### src/rtl/pipeline_controller.sv
// rtl/pipeline_controller.sv - pipeline stall/flush controller with multi-cycle wait and watchdog
module pipeline_controller #(
    parameter int MC_TIMEOUT = 64
) (
    input  logic        clk_i,
    input  logic        rst_i,
    input  logic        lu_haz_sig_i,
    input  logic        branch_taken_i,
    input  logic        imem_busy_i,
    input  logic        dmem_busy_i,
    input  logic        mc_start_i,
    input  logic        mc_done_i,
    output logic        pc_stall_o,
    output logic        if_id_stall_o,
    output logic        id_ex_stall_o,
    output logic        ex_mem_stall_o,
    output logic        mem_wb_stall_o,
    output logic        if_id_flush_o,
    output logic        id_ex_flush_o,
    output logic        ex_mem_flush_o,
    output logic [1:0]  state_o,
    output logic        mc_error_o,
    output logic [31:0] stall_cycles_o,
    output logic [15:0] flush_count_o
);

    localparam logic [1:0] ST_RUN  = 2'b00;
    localparam logic [1:0] ST_WAIT = 2'b01;

    logic [1:0]  state_q, state_d;
    logic [7:0]  wd_q, wd_d;
    logic        err_q, err_d;
    logic [31:0] stall_q, stall_d;
    logic [15:0] flush_q, flush_d;

    logic in_wait, freeze, accept, fire, mc_hold, branch_act, haz_act, imem_act;

    // Condition decode, highest priority first. A data-memory stall freezes
    // everything; a pending multi-cycle op (waiting, or being issued without
    // an immediate result) outranks the front-end conditions.
    assign freeze     = dmem_busy_i;
    assign in_wait    = (state_q == ST_WAIT);
    assign accept     = in_wait & mc_done_i & ~freeze;
    assign fire       = in_wait & ~accept & (wd_q == 8'(MC_TIMEOUT - 1));
    assign mc_hold    = ~freeze & ~mc_done_i & (in_wait | mc_start_i);
    assign branch_act = ~freeze & ~mc_hold & branch_taken_i;
    assign haz_act    = ~freeze & ~mc_hold & ~branch_taken_i & lu_haz_sig_i;
    assign imem_act   = ~freeze & ~mc_hold & ~branch_taken_i & ~lu_haz_sig_i & imem_busy_i;

    // State register and all registered bookkeeping
    always_ff @(posedge clk_i or posedge rst_i) begin
        if (rst_i) begin
            state_q <= ST_RUN;
            wd_q    <= '0;
            err_q   <= 1'b0;
            stall_q <= '0;
            flush_q <= '0;
        end else begin
            state_q <= state_d;
            wd_q    <= wd_d;
            err_q   <= err_d;
            stall_q <= stall_d;
            flush_q <= flush_d;
        end
    end

    // Next state: issue enters MC_WAIT unless the result is already there;
    // acceptance or watchdog expiry returns to RUN
    always_comb begin
        state_d = state_q;
        case (state_q)
            ST_RUN:  if (~freeze & mc_start_i & ~mc_done_i) state_d = ST_WAIT;
            ST_WAIT: if (accept | fire) state_d = ST_RUN;
            default: state_d = ST_RUN;
        endcase
    end

    // Watchdog counts every MC_WAIT cycle (frozen ones too); perf counters saturate
    always_comb begin
        wd_d    = '0;
        err_d   = err_q | fire;
        stall_d = stall_q;
        flush_d = flush_q;
        if (in_wait & ~accept & ~fire) wd_d = wd_q + 8'd1;
        if (pc_stall_o && (stall_q != '1)) stall_d = stall_q + 32'd1;
        if (branch_act && (flush_q != '1)) flush_d = flush_q + 16'd1;
    end

    // Stall/flush outputs, forced quiet while reset is held
    always_comb begin
        pc_stall_o     = 1'b0;
        if_id_stall_o  = 1'b0;
        id_ex_stall_o  = 1'b0;
        ex_mem_stall_o = 1'b0;
        mem_wb_stall_o = 1'b0;
        if_id_flush_o  = 1'b0;
        id_ex_flush_o  = 1'b0;
        ex_mem_flush_o = 1'b0;
        if (!rst_i) begin
            if (freeze) begin
                pc_stall_o     = 1'b1;
                if_id_stall_o  = 1'b1;
                id_ex_stall_o  = 1'b1;
                ex_mem_stall_o = 1'b1;
                mem_wb_stall_o = 1'b1;
            end else if (mc_hold) begin
                pc_stall_o     = 1'b1;
                if_id_stall_o  = 1'b1;
                id_ex_stall_o  = 1'b1;
                ex_mem_flush_o = 1'b1;
            end else if (branch_act) begin
                if_id_flush_o  = 1'b1;
                id_ex_flush_o  = 1'b1;
            end else if (haz_act) begin
                pc_stall_o     = 1'b1;
                if_id_stall_o  = 1'b1;
                id_ex_flush_o  = 1'b1;
            end else if (imem_act) begin
                pc_stall_o     = 1'b1;
                if_id_flush_o  = 1'b1;
            end
        end
    end

    assign state_o        = state_q;
    assign mc_error_o     = err_q;
    assign stall_cycles_o = stall_q;
    assign flush_count_o  = flush_q;

endmodule

### config.mk
export PLATFORM = sky130hd
export DESIGN_NAME = pipeline_controller
export DESIGN_NICKNAME = d
export VERILOG_FILES = /design/src/rtl/pipeline_controller.sv
export SDC_FILE = /design/constraint.sdc
export NUM_CORES = 1
export LEC_CHECK = 0
export CAP_MARGIN = 25
export CORE_ASPECT_RATIO = 1.75
export CORE_MARGIN = 4
export CORE_UTILIZATION = 40
export DETAILED_ROUTE_END_ITERATION = 7
export GPL_TIMING_DRIVEN = 0
export PLACE_DENSITY = 0.66
export SYNTH_ARGS = -nofsm -noshare
export SYNTH_HDL_FRONTEND = slang
export SYNTH_SLANG_ARGS = --single-unit
### constraint.sdc
create_clock -name clk_i -period 5.9 [get_ports clk_i]
set_clock_uncertainty 0.1 [all_clocks]
set_input_delay 1.77 -clock clk_i [delete_from_list [all_inputs] [get_ports clk_i]]
set_output_delay 1.77 -clock clk_i [all_outputs]
set_load 0.1 [all_outputs]
; ---- Word-level counts from Yosys, hierarchy flattened
; Index checks and enable logic that the tools add are counted.
[totals]
latch_bits = 0
register_bits = 59
rom_bits = 0
elab_cells = 74
inputBits = 8
mem_count = 0
output_inout_bits = 59
ram_bits = 0
[classes]
shifts = 0
mul = 0
n_lt_le_gt_ge = 0
muxes = 31
eq_ne = 6
n_reduce_logical = 4
n_addsub = 3
div_mod_pow = 0
bitwise_logic = 25
[op_table]
columns = operator, count
row1 = "adder 32 x 1 -> 32 bit, second input constant", 1
row2 = "!= test 32 bit, second input constant", 1
row3 = 2-to-1 mux 1 bit, 27
row4 = "adder 16 x 1 -> 16 bit, second input constant", 1
row5 = "!= test 16 bit, second input constant", 1
row6 = bitwise AND 1 bit, 15
row7 = "adder 8 x 1 -> 8 bit, second input constant", 1
row8 = "equality test 8 x 6 -> 1 bit, second input constant", 1
row9 = 2-to-1 mux 8 bit, 1
row10 = inverter 1 bit, 7
row11 = 2-to-1 mux 2 bit, 2
row12 = case mux 2 bit (2 select lines), 1
row13 = bitwise OR 1 bit, 3
row14 = "equality test 2 x 1 -> 1 bit, second input constant", 1
row15 = logical AND 1 bit, 2
row16 = zero test 2 bit, 1
row17 = "!= test 2 x 1 -> 1 bit, second input constant", 1
row18 = "!= test 2 bit, second input constant", 1
row19 = AND reduction 2 bit, 1

; ---- Longest topological paths before layout
[depth]
depth_word = 15
mapped_depth = 8
mapped_depth_nobuf = 6

; ---- Least setup slack after synthesis
; No wires, ideal clock.
[synth_path]
path_kind = input -> output
startpoint = in mc_start_i
endpoint = out if_id_flush_o
required_ns = 4.030
path_stages = 4
path_buffers = 1
setup_slack_ns = -0.586
t_arrival_ns = 4.616
path_cell_list = o21bai_1 -> and2_1 -> clkbuf_1 -> nor3b_1
[synth_via]
elab_chain_cells = 13
[synth_lines]
columns = item, line
row1 = start: declaration, 11  ; input logic mc_start_i,
row2 = bitwise OR 1 bit (*), 45  ; assign mc_hold = ~freeze & ~mc_done_i & (in_wait | mc_start_i);
row3 = bitwise AND 1 bit (*), 45
row4 = inverter 1 bit, "46, 47, 48"
row5 = bitwise AND 1 bit, "46, 47, 48"
row6 = bitwise AND 1 bit, "47, 48"
row7 = bitwise AND 1 bit (2 in a row), 48  ; assign imem_act = ~freeze & ~mc_hold & ~branch_taken_i & ~lu_haz_sig_i & imem_busy_i;
row8 = 2-to-1 mux 1 bit, 118  ; end else if (imem_act) begin
row9 = 2-to-1 mux 1 bit, 114  ; end else if (haz_act) begin
row10 = 2-to-1 mux 1 bit, 111  ; end else if (branch_act) begin
row11 = 2-to-1 mux 1 bit (*), 106  ; end else if (mc_hold) begin
row12 = 2-to-1 mux 1 bit (*), 100  ; if (freeze) begin
row13 = 2-to-1 mux 1 bit (*), 99  ; if (!rst_i) begin
row14 = end: declaration, 18  ; output logic if_id_flush_o,
; Mark *: on every way between the ends. The rest lies on a longest branch, timed or not.

; ---- Worst setup path in the final report
[layout_path]
startpoint = in mc_done_i
endpoint = out if_id_stall_o
[layout_via]
elab_chain_cells = 12
[layout_lines]
columns = item, line
row1 = start: declaration, 12  ; input logic mc_done_i,
row2 = inverter 1 bit (*), 45
row3 = bitwise AND 1 bit (*) (2 in a row), 45
row4 = inverter 1 bit, "46, 47"
row5 = bitwise AND 1 bit, "46, 47"
row6 = bitwise AND 1 bit (2 in a row), 47  ; assign haz_act = ~freeze & ~mc_hold & ~branch_taken_i & lu_haz_sig_i;
row7 = 2-to-1 mux 1 bit, 114
row8 = 2-to-1 mux 1 bit, 111
row9 = 2-to-1 mux 1 bit (*), 106
row10 = 2-to-1 mux 1 bit (*), 100
row11 = 2-to-1 mux 1 bit (*), 99
row12 = end: declaration, 14  ; output logic if_id_stall_o,
; Marked as above.

==> flow_metrics.py <==
metrics = {
    "synthesis": {
        "synth_top_flop_cell": "dfrtp_1",
        "yosysWarnings": 0,
        "ys_seq_elements": 58,
        "async_reset_ff_share_pct": 100,
        "synth_cell_types": 39,
        "yosysSeqAreaShare_pct": 49.3,
        "netlist_instances": 291,
        "netlist_area_mm2": 0.00295,
        "syn_avg_cell_area_um2": 10.1,
        "synth_nets": 302,
        "synth-edff-count": 0,
    },
    "drt": {
        "detail_route.wl_per_cell_um": 15.0,
        "vias": 2394,
        "drc": 0,
        "dr.pass1.iters": 4,
        "via_per_inst": 5.25,
        "wirelength_mm": 6.83,
        "drt_iter0_drc": 146,
        "final_antenna_net_count": 0,
    },
    "critical_path": {
        "r2r_setup_slack_ns": 3.17,
        "crit_chain": "clkdlybuf4s50_1 > o21bai_1 > and2_1 > clkbuf_1 > a21oi_1 > dlygate4sd2_1",
        "rr_startpoint": "stall_cycles_o[0]",
        "cp-end-kind": "output pin",
        "crit_slowest_cell": "dlygate4sd2_1",
        "crit_fanout": 8,
        "crit_type": "in -> out",
        "reg2reg_to": "stall_cycles_o[1]",
        "start_kind": "input pin",
        "cp_data_arrival_time_ns": 3.86,
        "cp.required_ns": 4.03,
        "cpPeakStageDelay_ns": 0.87,
        "r2r.worst_path.cells": 7,
    },
    "power": {
        "p_leak_nw": 1.67,
        "p_per_area_mw_per_mm2": 387,
        "irDropWorstVdd_mv": 0.451,
    },
    "worst_hold_path": {
        "hold_start": "mc_error_o",
        "min_to": "mc_error_o",
        "min_path_type": "reg -> reg",
        "hold_depth": 1,
    },
    "die": {
        "die_x_um": 72.9,
        "core.rowCount": 41,
        "core_area_mm2": 0.00718,
        "pin_count": 67,
        "die_area_mm2": 0.00885,
        "start_util_pct": 41.0,
        "die_h_um": 122,
    },
    "sta": {
        "period_minus_slack_ns": 5.73,
        "worstMarginPinSlew_ns": 1.03,
        "relSlewSlack_pct": 30.4,
        "rsz0062_at_grt": "no",
        "hold_violations": 0,
        "timing.fmax_mhz": 175,
        "tns_ns": 0,
        "setup_viol": 0,
        "slew_viol_final": 0,
        "post-route-period-util_pct": 97.1,
    },
    "global_routing": {
        "overflow": 0,
        "grt_pass1_wl_mm": 11.6,
        "antenna_found_initial": 0,
        "grt_use_total_pct": 17.2,
        "grt_max_degree": 39,
        "grt_pass1_vias": 2426,
    },
    "finish": {
        "drive_gt1_share_pct": 11.1,
        "fill_cells": 666,
        "antenna_cells": 0,
        "nets": 377,
        "post-route-util_pct": 56.2,
        "area_growth_pct": 37.1,
    },
    "clock_network": {
        "cts_tree": "yes",
        "clk_path_buf_depth": 2,
        "clk_latency_ns": 0.33,
        "htree_levels": 3,
        "numCtsBuffers": 9,
        "root_buffer": "clkbuf_16",
        "cts.sink_count": 58,
        "post-cts-setup-buffers": 0,
        "path_clk_slew_ns": 0.05,
        "ctsHoldBuffers": 0,
    },
    "status": {
        "outcome": "complete, no violations",
    },
    "placed_design": {
        "gp_congestion": 0.838,
        "io_buffers": 64,
        "dpl.hpwl_mm": 5.11,
    },
    "flow_run": {
        "max-cap-violations": 0,
    },
}
==> where the power goes <==
group | switching, mW | internal [mW] | leakage [nW]
Combinational | 0.397 | 0.121 | 0.726
Clock | 0.168 | 0.381 | 0.161
Sequential | 0.0558 | 0.440 | 0.782
Total | 0.621 | 0.942 | 1.67
==> critical path, delay by kind of cell <==
kind / cells / cell delay (ns)
AOI/OAI and AO/OA: 2 / 0.41
buffers and inverters: 3 / 1.50
and+or+nand+nor: 1 / 0.19
==> cells by family after synthesis <==
group / Yosys count / synth area share, %
compound gates: 15 / 3.36
xor+xnor: 48 / 14.3
flops: 58 / 49.3
other cells: 1 / 0.127
fa+ha+maj: 3 / 1.27
buf+inv: 20 / 3.74
mux: 4 / 1.53
simple gates: 142 / 26.4
==> cells in the final DEF (no fill, tap or decap), drive strengths merged, types with 5 or more instances in the layout <==
cell	Yosys	layout
xor2	15	15
nand4	13	13
nor3	13	13
a21oi	5	5
nand3	33	33
xnor2	33	33
and3	6	6
nor2	21	21
clkbuf	5	18
nand2	27	27
dfrtp	58	58
nor4	10	10
inv	8	8
buf	7	9
clkdlybuf4s50	0	59
==> what timing repair did <==
item	in CTS	in global routing
hold endpoints to repair	0	0
setup endpoints to repair	5	1
gates resized for setup	15	0
cloned	0	0
==> registers in the layout (all words and copies together) (netlist names) <==
register,cells
stall_cycles_o,32
wd_q,8
flush_count_o,16
state_o,1
mc_error_o,1
==> per-layer routing <==
layer / share of wire, % / global-route usage, % / up-vias
met3: 5.5 / 4.89 / 15
met2: 52 / 28.8 / 60
met1: 40 / 19.5 / 1147
met5: 0 / 0 / -
li1: - / - / 1172
met4: 2.8 / 8.66 / 0
==> how the worst max path moves through the flow <==
stage	startpoint	end	slack, ns	depth (start not counted)
after floorplan	mc_done_i	ex_mem_flush_o	0.02	2
after detailed placement	mc_done_i	pc_stall_o	-0.85	7
after global placement	rst_i	id_ex_flush_o	-1.59	4
final	mc_done_i	if_id_stall_o	0.17	6
after global routing	rst_i	id_ex_flush_o	0.03	5
after CTS	rst_i	id_ex_flush_o	0.15	5
==> synth_stat cells, drive strengths merged, types with 2 or more instances <==
| master | n | area share [%] |
|---|---|---|
| dfrtp | 58 | 49 |
| nand3 | 33 | 6.5 |
| xnor2 | 33 | 9.8 |
| nand2 | 27 | 3.4 |
| nor2 | 21 | 2.7 |
| xor2 | 15 | 4.5 |
| nand4 | 13 | 2.8 |
| nor3 | 13 | 2.5 |
| nor4 | 10 | 2.3 |
| inv | 8 | 1.0 |
| buf | 7 | 2.1 |
| and3 | 6 | 1.3 |
| a21oi | 5 | 0.85 |
| clkbuf | 5 | 0.64 |
| a31oi | 4 | 0.85 |
| and2 | 4 | 0.85 |
| mux2 | 4 | 1.5 |
| or4 | 4 | 1.3 |
| ha | 3 | 1.3 |
| nand2b | 3 | 0.64 |
| o21bai | 3 | 0.76 |
| and4 | 2 | 0.59 |
| nor3b | 2 | 0.51 |
==> stage by stage <==
stage	total power [mW]	setup slack [ns]	hold slack, ns	cell area (um^2)	std cells
6_report	1.56	0.171	0.380	4040	456
5_1_grt	1.63	0.0258	0.406	4040	456
4_1_cts	1.58	0.149	0.380	4040	457
3_5_place_dp	1.02	-0.852	0.366	3720	442
3_3_place_gp	1.01	-1.59	0.361	3700	441
2_1_floorplan	0.893	0.0237	0.355	2950	291
==> final cells by class <==
| type | count | area [um^2] | share of cell area [%] |
|---|---|---|---|
| Timing Repair Buffer | 65 | 658 | 16.3 |
| Multi-Input combinational cell | 213 | 1390 | 34.4 |
| Sequential cell | 58 | 1450 | 35.9 |
| Clock inverter | 1 | 30.0 | 0.744 |
| Clock buffer | 14 | 294 | 7.28 |
| Inverter | 8 | 30.0 | 0.744 |
| Tap cell | 86 | 108 | 2.67 |
| Buffer | 11 | 77.6 | 1.92 |
Power figures use the tool's default switching activity.
